<file path="src/rtl/ecdsa_lh_update.sv">
// Pairs computed logic hashes with header metadata, runs one ECDSA verify at a time and writes passing entries to the LH table.
// Pair-to-write latency >= 3 cycles; request held until ecdsa_req_ready, ecdsa_lh_ready drops when the hash FIFO has < 2 free slots.
package ecdsa_lh_pkg;
  localparam int LOGIC_HASH_NBITS = 64;
  localparam int DATA_PATH_NBITS  = 128;
  localparam int FID_NBITS        = 8;
  localparam int SERIAL_NUM_NBITS = 16;
  localparam int SERIAL_NUM_POS   = 47;
  localparam int PPL_NBITS        = 4;
  localparam int PPL_POS          = 51;

  typedef struct packed {
    logic [FID_NBITS-1:0] fid;
    logic                 discard;
  } lh_ecdsa_meta_type;
endpackage

module ecdsa_lh_fifo #(
  parameter int W           = 8,
  parameter int DEPTH_NBITS = 2
) (
  input  logic                 clk,
  input  logic                 rst,
  input  logic                 push,
  input  logic [W-1:0]         din,
  input  logic                 pop,
  output logic [W-1:0]         dout,
  output logic [DEPTH_NBITS:0] count,
  output logic                 empty,
  output logic                 full,
  output logic                 ovf
);
  localparam logic [DEPTH_NBITS:0] DEPTH = {1'b1, {DEPTH_NBITS{1'b0}}};
  localparam logic [DEPTH_NBITS:0] ONE   = {{DEPTH_NBITS{1'b0}}, 1'b1};
  localparam logic [DEPTH_NBITS-1:0] PTR_ONE = {{(DEPTH_NBITS-1){1'b0}}, 1'b1};

  logic [W-1:0]           mem [(1<<DEPTH_NBITS)];
  logic [DEPTH_NBITS-1:0] wr_ptr, rd_ptr;
  logic                   do_push, do_pop;

  assign empty   = (count == '0);
  assign full    = (count == DEPTH);
  assign do_pop  = pop & ~empty;
  // A pop in the same cycle frees the slot, so a push into a full FIFO is still accepted.
  assign do_push = push & (~full | do_pop);
  assign ovf     = push & full & ~do_pop;
  assign dout    = mem[rd_ptr];

  always_ff @(posedge clk or posedge rst) begin
    if (rst) begin
      wr_ptr <= '0;
      rd_ptr <= '0;
      count  <= '0;
    end else begin
      if (do_push) wr_ptr <= wr_ptr + PTR_ONE;
      if (do_pop)  rd_ptr <= rd_ptr + PTR_ONE;
      if (do_push && !do_pop)      count <= count + ONE;
      else if (do_pop && !do_push) count <= count - ONE;
    end
  end

  always_ff @(posedge clk) begin
    if (do_push) mem[wr_ptr] <= din;
  end
endmodule

module ecdsa_lh_update
  import ecdsa_lh_pkg::*;
#(
  parameter int DEPTH_NBITS = 2
) (
  input  logic                        clk,
  input  logic                        rst,
  input  logic                        lh_ecdsa_hash_valid,
  input  logic [LOGIC_HASH_NBITS-1:0] lh_ecdsa_hash_data,
  input  logic                        lh_ecdsa_valid,
  input  logic [DATA_PATH_NBITS-1:0]  lh_ecdsa_hdr_data,
  input  lh_ecdsa_meta_type           lh_ecdsa_meta_data,
  input  logic                        lh_ecdsa_sop,
  input  logic                        lh_ecdsa_eop,
  output logic                        ecdsa_req_valid,
  output logic [LOGIC_HASH_NBITS-1:0] ecdsa_req_hash,
  input  logic                        ecdsa_req_ready,
  input  logic                        ecdsa_rsp_valid,
  input  logic                        ecdsa_rsp_pass,
  output logic                        ecdsa_lh_wr,
  output logic [FID_NBITS-1:0]        ecdsa_lh_waddr,
  output logic [LOGIC_HASH_NBITS-1:0] ecdsa_lh_wdata,
  output logic [SERIAL_NUM_NBITS-1:0] ecdsa_lh_sn_wdata,
  output logic [PPL_NBITS-1:0]        ecdsa_lh_ppl_wdata,
  output logic                        ecdsa_lh_ready,
  output logic [15:0]                 pass_cnt,
  output logic [15:0]                 fail_cnt,
  output logic                        err_ovf,
  output logic                        err_rsp
);
  typedef struct packed {
    logic [FID_NBITS-1:0]        fid;
    logic                        discard;
    logic [SERIAL_NUM_NBITS-1:0] sn;
    logic [PPL_NBITS-1:0]        ppl;
  } meta_entry_t;

  typedef enum logic [1:0] {IDLE, REQ, WAIT, WR} state_t;

  localparam logic [DEPTH_NBITS:0] DEPTH = {1'b1, {DEPTH_NBITS{1'b0}}};
  localparam logic [DEPTH_NBITS:0] TWO   = {{(DEPTH_NBITS-1){1'b0}}, 2'b10};

  state_t                      state_q, state_d;
  meta_entry_t                 meta_in, meta_head, pair_meta;
  logic [LOGIC_HASH_NBITS-1:0] hash_head, pair_hash;
  logic [DEPTH_NBITS:0]        hash_count, meta_count, hash_free;
  logic                        hash_empty, meta_empty, hash_full, meta_full;
  logic                        hash_ovf, meta_ovf, meta_push, pop;
  logic                        pass_inc, fail_inc, rsp_err;

  assign meta_push = lh_ecdsa_valid & lh_ecdsa_sop;
  assign meta_in   = '{fid:     lh_ecdsa_meta_data.fid,
                       discard: lh_ecdsa_meta_data.discard,
                       sn:      lh_ecdsa_hdr_data[SERIAL_NUM_POS -: SERIAL_NUM_NBITS],
                       ppl:     lh_ecdsa_hdr_data[PPL_POS -: PPL_NBITS]};

  ecdsa_lh_fifo #(.W(LOGIC_HASH_NBITS), .DEPTH_NBITS(DEPTH_NBITS)) u_hash_fifo (
    .clk(clk), .rst(rst), .push(lh_ecdsa_hash_valid), .din(lh_ecdsa_hash_data), .pop(pop),
    .dout(hash_head), .count(hash_count), .empty(hash_empty), .full(hash_full), .ovf(hash_ovf));

  ecdsa_lh_fifo #(.W($bits(meta_entry_t)), .DEPTH_NBITS(DEPTH_NBITS)) u_meta_fifo (
    .clk(clk), .rst(rst), .push(meta_push), .din(meta_in), .pop(pop),
    .dout(meta_head), .count(meta_count), .empty(meta_empty), .full(meta_full), .ovf(meta_ovf));

  assign hash_free      = DEPTH - hash_count;
  assign ecdsa_lh_ready = (hash_free >= TWO);

  always_comb begin
    state_d  = state_q;
    pop      = 1'b0;
    pass_inc = 1'b0;
    fail_inc = 1'b0;
    rsp_err  = ecdsa_rsp_valid & (state_q != WAIT);
    case (state_q)
      IDLE: if (!hash_empty && !meta_empty) begin
        pop = 1'b1;
        if (meta_head.discard) fail_inc = 1'b1;
        else                   state_d  = REQ;
      end
      REQ:  if (ecdsa_req_ready) state_d = WAIT;
      WAIT: if (ecdsa_rsp_valid) begin
        pass_inc = ecdsa_rsp_pass;
        fail_inc = ~ecdsa_rsp_pass;
        state_d  = ecdsa_rsp_pass ? WR : IDLE;
      end
      WR:      state_d = IDLE;
      default: state_d = IDLE;
    endcase
  end

  always_ff @(posedge clk or posedge rst) begin
    if (rst) begin
      state_q   <= IDLE;
      pair_hash <= '0;
      pair_meta <= '0;
      pass_cnt  <= '0;
      fail_cnt  <= '0;
      err_ovf   <= 1'b0;
      err_rsp   <= 1'b0;
    end else begin
      state_q <= state_d;
      if (pop) begin
        pair_hash <= hash_head;
        pair_meta <= meta_head;
      end
      if (pass_inc && pass_cnt != 16'hFFFF) pass_cnt <= pass_cnt + 16'd1;
      if (fail_inc && fail_cnt != 16'hFFFF) fail_cnt <= fail_cnt + 16'd1;
      if (hash_ovf || meta_ovf) err_ovf <= 1'b1;
      if (rsp_err)              err_rsp <= 1'b1;
    end
  end

  assign ecdsa_req_valid    = (state_q == REQ);
  assign ecdsa_req_hash     = pair_hash;
  assign ecdsa_lh_wr        = (state_q == WR);
  assign ecdsa_lh_waddr     = pair_meta.fid;
  assign ecdsa_lh_wdata     = pair_hash;
  assign ecdsa_lh_sn_wdata  = pair_meta.sn;
  assign ecdsa_lh_ppl_wdata = pair_meta.ppl;
endmodule

</file>
<file path="config.mk">
export PLATFORM = sky130hd
export DESIGN_NAME = ecdsa_lh_update
export DESIGN_NICKNAME = d
export VERILOG_FILES = /design/src/rtl/ecdsa_lh_update.sv
export SDC_FILE = /design/constraint.sdc
export NUM_CORES = 1
export LEC_CHECK = 0
export ABC_AREA = 1
export BUFFER_PORTS_ARGS = -buffer_cell sky130_fd_sc_hd__buf_4
export CORE_ASPECT_RATIO = 1.5
export CORE_MARGIN = 4
export CORE_UTILIZATION = 50
export CTS_CLUSTER_DIAMETER = 120
export DETAILED_ROUTE_END_ITERATION = 7
export PLACE_DENSITY = 0.79
export SLEW_MARGIN = 10
export SYNTH_ARGS = -nofsm -noshare
export SYNTH_HDL_FRONTEND = slang
export SYNTH_SLANG_ARGS = --single-unit
</file>
<file path="constraint.sdc">
create_clock -name clk -period 5.2 [get_ports clk]
set_input_delay 0.52 -clock clk [delete_from_list [all_inputs] [get_ports clk]]
set_output_delay 0.52 -clock clk [all_outputs]
set_load 0.05 [all_outputs]
</file>
After elaboration in Yosys (flattened, before gate mapping)
Memory sizes are Yosys's and may differ from the RTL's. A register that Yosys moved wholly into a read port is not among the register bits.
Index checks and enable logic that the tools add are counted.
- latch bits: 0
- output and inout bits: 193
- register bits: 78
- logic and storage cells: 101
- memories: 2
- bits in writable memories: 372
- input port bits: 210
- ROM bits: 0
- memory list (name ; depth ; width ; read ports ; clocked after memory_dff ; write ports ; line ; text):
    u_hash_fifo.mem ; 4 ; 64 ; 1 ; 1 ; 1 ; 37 ; logic [W-1:0] mem [(1<<DEPTH_NBITS)];
    u_meta_fifo.mem ; 4 ; 29 ; 1 ; 0 ; 1 ; 37 ;
- add/subtract/negate cells: 11
- equal/unequal tests: 12
- reduce and logical (&&, ||, !) cells: 20
- shift-type cells: 0
- $lt $le $gt $ge: 1
- divide/modulo/power cells: 0
- mux-type cells: 22
- multipliers: 0
- bitwise gates (word level): 19
- operator list (kind ; number):
    16-bit by 1-bit adder with 16-bit output (second input constant) ; 2
    16-bit != test (second input constant) ; 2
    3-bit two-way mux ; 4
    1-bit two-way mux ; 11
    1-bit bitwise AND ; 10
    2-bit two-way mux ; 5
    2-bit by 1-bit adder with 2-bit output (second input constant) ; 4
    2-bit != test (second input constant) ; 4
    2-bit case mux with 4 select lines ; 1
    1-bit logical AND ; 7
    1-bit NOT ; 7
    3-bit by 1-bit adder with 3-bit output (second input constant) ; 2
    3-bit == test (second input constant) ; 2
    1-bit zero test ; 6
    3-bit zero test ; 2
    3-bit by 1-bit subtractor with 3-bit output (second input constant) ; 2
    2-bit == test (second input constant) ; 2
    4-bit AND reduction ; 1
    2-bit nonzero test ; 2
    3-bit by 2-bit >= comparator with 1-bit output (second input constant) ; 1
    3-bit subtractor (first input constant) ; 1
    2-bit by 1-bit == test with 1-bit output (second input constant) ; 1
    2-bit zero test ; 1
    2-bit by 1-bit != test with 1-bit output (second input constant) ; 1
    other kinds (3) ; 4

Logic depth before layout (Yosys ltp)
- depth in word-level cells: 12
- gate-level depth with buffers: 15
- mapped depth without buffers: 14

Modules after synthesis
Synthesis repeated with hierarchy kept, for this count alone.
- cell total of the unflattened synthesis: 1914
- area, all modules: 21200.3 um2
- by module, submodules not included (module ; area an instance (um2) ; sequential area each (um2) ; cells each ; times used):
    ecdsa_lh_fifo (u_hash_fifo) ; 10134.7 ; 7862.5 ; 749 ; 1
    ecdsa_lh_update ; 6226.0 ; 3203.1 ; 790 ; 1
    ecdsa_lh_fifo (u_meta_fifo) ; 4839.6 ; 3658.5 ; 375 ; 1

Worst setup path before layout
OpenSTA, ideal clock, no wires.
- path kind: register to register
- start: register u_hash_fifo.count[0]
- end: memory u_hash_fifo.mem[0][0] (netlist bit) (enable)
- clock period less this slack: 4.533 ns
- buffers on the path: 1
- setup time: 0.486 ns
- cell stages (with the launch flop): 10
- setup slack: 0.667 ns
- data required time: 4.714 ns
- arrival time: 4.047 ns
- cells stage by stage: dfrtp_1 -> inv_1 -> ha_1 -> ha_1 -> inv_1 -> nand3_1 -> buf_4 -> nand2_1 -> nand2_1 -> nor2_1
- word-level cells in the longest chain between the ends: 10
- elaborated cells on any way between the ends: 13
- those cells by class: eq/ne (1); mux (4); bitwise (5); reduce/logical (3)
- ends and longest elaborated chain (item ; line ; text):
    from (decl) ; 28 ; output logic [DEPTH_NBITS:0] count,
    from (signal assigned) ; 57 ; if (do_push && !do_pop) count <= count + ONE;
    from (signal assigned) ; 58 ; else if (do_pop && !do_push) count <= count - ONE;
    3-bit zero test ; 41 ; assign empty = (count == '0);
    1-bit zero test ; 141 ; IDLE: if (!hash_empty && !meta_empty) begin
    1-bit logical AND ; 141 ;
    1-bit two-way mux ; 141 ;
    1-bit two-way mux ; 140 ; case (state_q)
    1-bit bitwise AND ; 43 ; assign do_pop = pop & ~empty;
    1-bit bitwise OR * ; 45 ; assign do_push = push & (~full | do_pop);
    1-bit bitwise AND * ; 45 ;
    1-bit two-way mux * ; 63 ; if (do_push) mem[wr_ptr] <= din;
    1-bit two-way mux (not written as such) * ; 63 ;
    to (decl) ; 37 ;
Every way passes the cells marked *; elsewhere a longest branch is shown, timed or not.

Worst setup path after layout
- start: register u_hash_fifo.count[0]
- end: register u_meta_fifo.count[2]
- word-level cells in the longest chain between the ends: 11
- elaborated cells on any way between the ends: 14
- those cells by class: mux (3); bitwise (3); reduce/logical (8)
- ends and longest elaborated chain (item ; line ; text):
    3-bit zero test * ; 41 ;
    1-bit zero test * ; 141 ;
    1-bit logical AND * ; 141 ;
    1-bit two-way mux * ; 141 ;
    1-bit two-way mux * ; 140 ;
    1-bit bitwise AND * ; 43 ;
    1-bit bitwise OR * ; 45 ;
    1-bit bitwise AND * ; 45 ;
    via u_meta_fifo.do_push ; 39 ; logic do_push, do_pop;
    1-bit zero test ; 58 ;
    1-bit logical AND ; 58 ;
    2-bit nonzero test (no line) ; n/a ;
    to (signal assigned) ; 57 ;
    to (signal assigned) ; 58 ;
    to (decl) ; 28 ;
Mark *: on every way through the listed nets, which the timed path passes. The rest lies on a longest branch.
A chain may end at the register's enable or synchronous reset.

==> impl_metrics.env <==
export IMPL_fraction_of_layout_cells_with_a_size_suffix_above_1_pct=21.66
export IMPL_p_int_uw=9516
export IMPL_yosys_warnings=0
export IMPL_cts_hold_fix_buffers=0
export IMPL_critPathMaxFanout=30
export IMPL_design_power_total_uw=16610
export IMPL_irDropWorstVdd_v=0.0005211
export IMPL_grt_start_max_net_pins=78
export IMPL_post_drt_wl_per_cell_um=19.04
export IMPL_end_kind="register"
export IMPL_postSynthRegisterBits=514
export IMPL_cp_arrival_ns=3.77
export IMPL_clk_pin_slew_worst_paths_ns=0.07
export IMPL_antenna_violating_nets_post_route=0
export IMPL_critical_path_depth=14
export IMPL_critical_path_n_buffers_inverters=4
export IMPL_timing_critical_path_from="u_hash_fifo.count[0]"
export IMPL_drt_vias_per_instance=5.322
export IMPL_tritoncts_buffer_count=47
export IMPL_place_hpwl_um=28300
export IMPL_critPathCapture="u_meta_fifo.count[2]"
export IMPL_class_of_the_worst_hold_path="input pin to asynchronous set/reset pin"
export IMPL_share_of_async_settable_or_async_resettable_flops_after_synthesis_pct=27.63
export IMPL_routabilityCongestion=0.8796
export IMPL_clkLatencyLatePin_ns=0.55
export IMPL_die_y_um=257.7
export IMPL_comb_power_share_pct=41.4
export IMPL_h_tree_depth=2
export IMPL_synth_cell_area_um2=20780
export IMPL_worst_ep_required_time_ns=5.62
export IMPL_met2_length_um=25250
export IMPL_switchingPower_uw=7095
export IMPL_crit_slowest_cell="dfrtp_1"
export IMPL_grt_first_pass_wirelength_um=73350
export IMPL_pre_cts_slack_ns=1.825
export IMPL_number_of_enable_flip_flop_cells_after_synthesis=372
export IMPL_worst_r2r_cell_count=14
export IMPL_path_common_cell="inv_1"
export IMPL_timing_worst_slew_pin_value_ns=1.040
export IMPL_die_w_um=174.4
export IMPL_drt_first_iter_violations=817
export IMPL_route_layer_met1_wl_um=17740
export IMPL_nets=2106
export IMPL_timing_final_hold_violations=0
export IMPL_clock_sinks=514
export IMPL_reg2reg_slack_ns=1.85
export IMPL_syn_mean_instance_area_um2=12.50
export IMPL_switching_share_pct=42.71
export IMPL_post_synth_main_area_contributors="edfxtp_1 54%, dfrtp_1 17%, nand2_1 7.7%"
export IMPL_initial_core_util_pct=50.55
export IMPL_worst_setup_path_start_kind="register"
export IMPL_finalCriticalPeriod_ns=3.346
export IMPL_grt_util_all_layers_pct=20.48
export IMPL_rsz0062_at_grt="no"
export IMPL_slew_viol_final=0
export IMPL_total_leakage_power_uw=0.01015
export IMPL_detail_route_first_pass_iterations=5
export IMPL_crit_family="simple AND/OR/NAND/NOR gates"
export IMPL_die_area_um2=44950
export IMPL_io_pins=403
export IMPL_dominantRegCellSynth="edfxtp_1"
export IMPL_setup_total_negative_slack_ns=0
export IMPL_outcome="complete, no violations"
export IMPL_pwr_per_cell_area_nw_per_um2=673.6
export IMPL_clock_tree_root_cell="clkbuf_16"
export IMPL_maxUsedRoutingLayer="met5"
export IMPL_ys_seq_area_share_pct=70.87
export IMPL_final_setup_worst_slack_ns=1.854
export IMPL_seq_power_share_pct=37.4
export IMPL_post_synth_top_area_fraction_pct=53.76
export IMPL_rows=91
export IMPL_cts_resized=0
export IMPL_startpoint_of_the_worst_slack_reg_to_reg_timing_path="u_hash_fifo.count[0]"
export IMPL_cpPeakStageDelay_ns=0.41
export IMPL_final_core_util_pct=60.00
export IMPL_synth_area_leader_cell="edfxtp_1"
export IMPL_route_vias_total=13190
export IMPL_drt_total_wl_um=47200
export IMPL_worst_r2r_endpoint="u_meta_fifo.count[2]"
export IMPL_drc=0
export IMPL_cts_setup_buffers=0
export IMPL_globalRoute_totalOverflow=0
export IMPL_synth_cell_type_count=34
export IMPL_report_final_setup_viol=0
export IMPL_antenna_found_initial=7
export IMPL_worst_clk_skew_ns=0.01299
export IMPL_crit_path_cell_trace="inv_1, ha_1, ha_1, inv_1, nand3_4, nand3_1, nand2_1, inv_1, ha_1, inv_1, fa_1, a21oi_1, o21ai_0, xor2_1"
export IMPL_maxClockFrequency_mhz=298.8
export IMPL_setup_worst_path_class="register to register"
export IMPL_clock_tree_buffer_depth=3
export IMPL_synthTopCellsByCount="424 x nand2_1, 372 x edfxtp_1, 142 x dfrtp_1"
export IMPL_synthToLayoutAreaGrowth_pct=18.70
export IMPL_tritoncts_clock_tree="yes"
export IMPL_drv_cap=0
export IMPL_synth_nets=1890
export IMPL_first_global_vias=13490
export IMPL_met3WireLength_um=2799
export IMPL_timing_slew_headroom_pct=30.65
export IMPL_port_buffers=293
export IMPL_area_inside_the_core_boundary_um2=41100
export IMPL_timing_final_crit_share_pct=64.35
export IMPL_yosysMostFrequentCell="nand2_1"
export IMPL_holdWs_ns=0.04787
export IMPL_postSynthCellCount=1662
export IMPL_clockPowerShare_pct=21.2
layout by cell type (no fill, tap or decap), types with 2 or more instances in the layout:
master,netlist,layout
buf_4,72,304
xnor2_1,16,16
inv_1,46,44
nor2_2,3,3
clkinv_2,0,9
edfxtp_1,372,372
dfrtp_1,142,138
nand3_1,34,33
xor2_1,14,14
ha_1,16,16
bufinv_16,0,5
clkinvlp_4,0,6
nor2_1,139,131
diode_2,0,5
inv_2,2,2
nand3b_1,3,3
nand2_2,3,3
clkbuf_8,0,6
fa_1,2,2
nand2_1,424,424
mux2i_1,92,92
a21oi_1,4,4
nor2_4,2,10
nand4_1,2,2
o22ai_1,92,92
clkbuf_1,37,10
dfrtp_4,0,2
o21ai_0,104,104
clkbuf_16,0,49
dfrtp_2,0,2
inv_6,0,2
inv_4,1,2
buf_12,0,3
nand2_4,2,2
flip-flops by register name, indices dropped and copies added, names as in the netlist, 3 cells and up:
register / cells
ecdsa_lh_ppl_wdata: 4
u_hash_fifo.count: 3
ecdsa_lh_sn_wdata: 16
fail_cnt: 16
u_hash_fifo.mem: 256
ecdsa_lh_waddr: 8
pass_cnt: 16
u_meta_fifo.mem: 116
u_meta_fifo.count: 3
ecdsa_lh_wdata: 64
worst min-delay path by stage:
| stage | from | end | slack (ns) | depth (start not counted) |
|---|---|---|---|---|
| 2_1_floorplan | u_meta_fifo.wr_ptr[1] | u_meta_fifo.wr_ptr[1] | 0.50 | 2 |
| 3_3_place_gp | ecdsa_lh_sn_wdata[10] | ecdsa_lh_sn_wdata[10] | 0.46 | 2 |
| 3_5_place_dp | ecdsa_lh_waddr[1] | ecdsa_lh_waddr[1] | 0.47 | 2 |
| 4_1_cts | rst | fail_cnt[9] | 0.05 | 2 |
| 5_1_grt | rst | fail_cnt[9] | 0.06 | 2 |
| 6_report | rst | fail_cnt[9] | 0.05 | 2 |
metal layers:
layer / track usage [%] / vias to the layer above
li1: - / 6150
met1: 23.85 / 6532
met2: 37.92 / 423
met3: 3.529 / 84
met4: 7.198 / 4
met5: 0 / -
power groups by stage:
stage	Clock [uW]	Combinational (uW)	Sequential, uW
after floorplan	0	4110	7240
after global placement	0	6770	6210
after detailed placement	0	6920	6280
after CTS	3590	6970	6210
after global routing	3780	7390	6320
final	3520	6880	6210
cell type report:
class / count / area, um2
Antenna cell: 5 / 12.51
Fill cell: 3113 / 16440
Sequential cell: 514 / 14730
Multi-Input combinational cell: 959 / 5082
Clock inverter: 22 / 252.7
Clock buffer: 65 / 1346
Inverter: 49 / 193.9
Tap cell: 558 / 698.2
Timing Repair Buffer: 307 / 2342
stage by stage:
stage / instances / area, um2
after detailed placement: 2387 / 23050
after global placement: 2387 / 23050
after floorplan: 1662 / 20780
final: 2479 / 24660
after CTS: 2474 / 24650
after global routing: 2479 / 24660
kinds of logic (layout without fill, tap and decap cells):
family	after synthesis	in the layout	synth area share, %
adder cells (fa/ha/maj)	18	18	1.156
XOR/XNOR	30	30	1.265
AO/OA/AOI/OAI	203	203	5.516
buffers and inverters	189	443	5.022
multiplexers	93	93	4.486
other	0	5	0
AND/OR/NAND/NOR	615	615	11.69
flip-flops	514	514	70.87
Note: power is estimated with default switching activity, not from simulation.
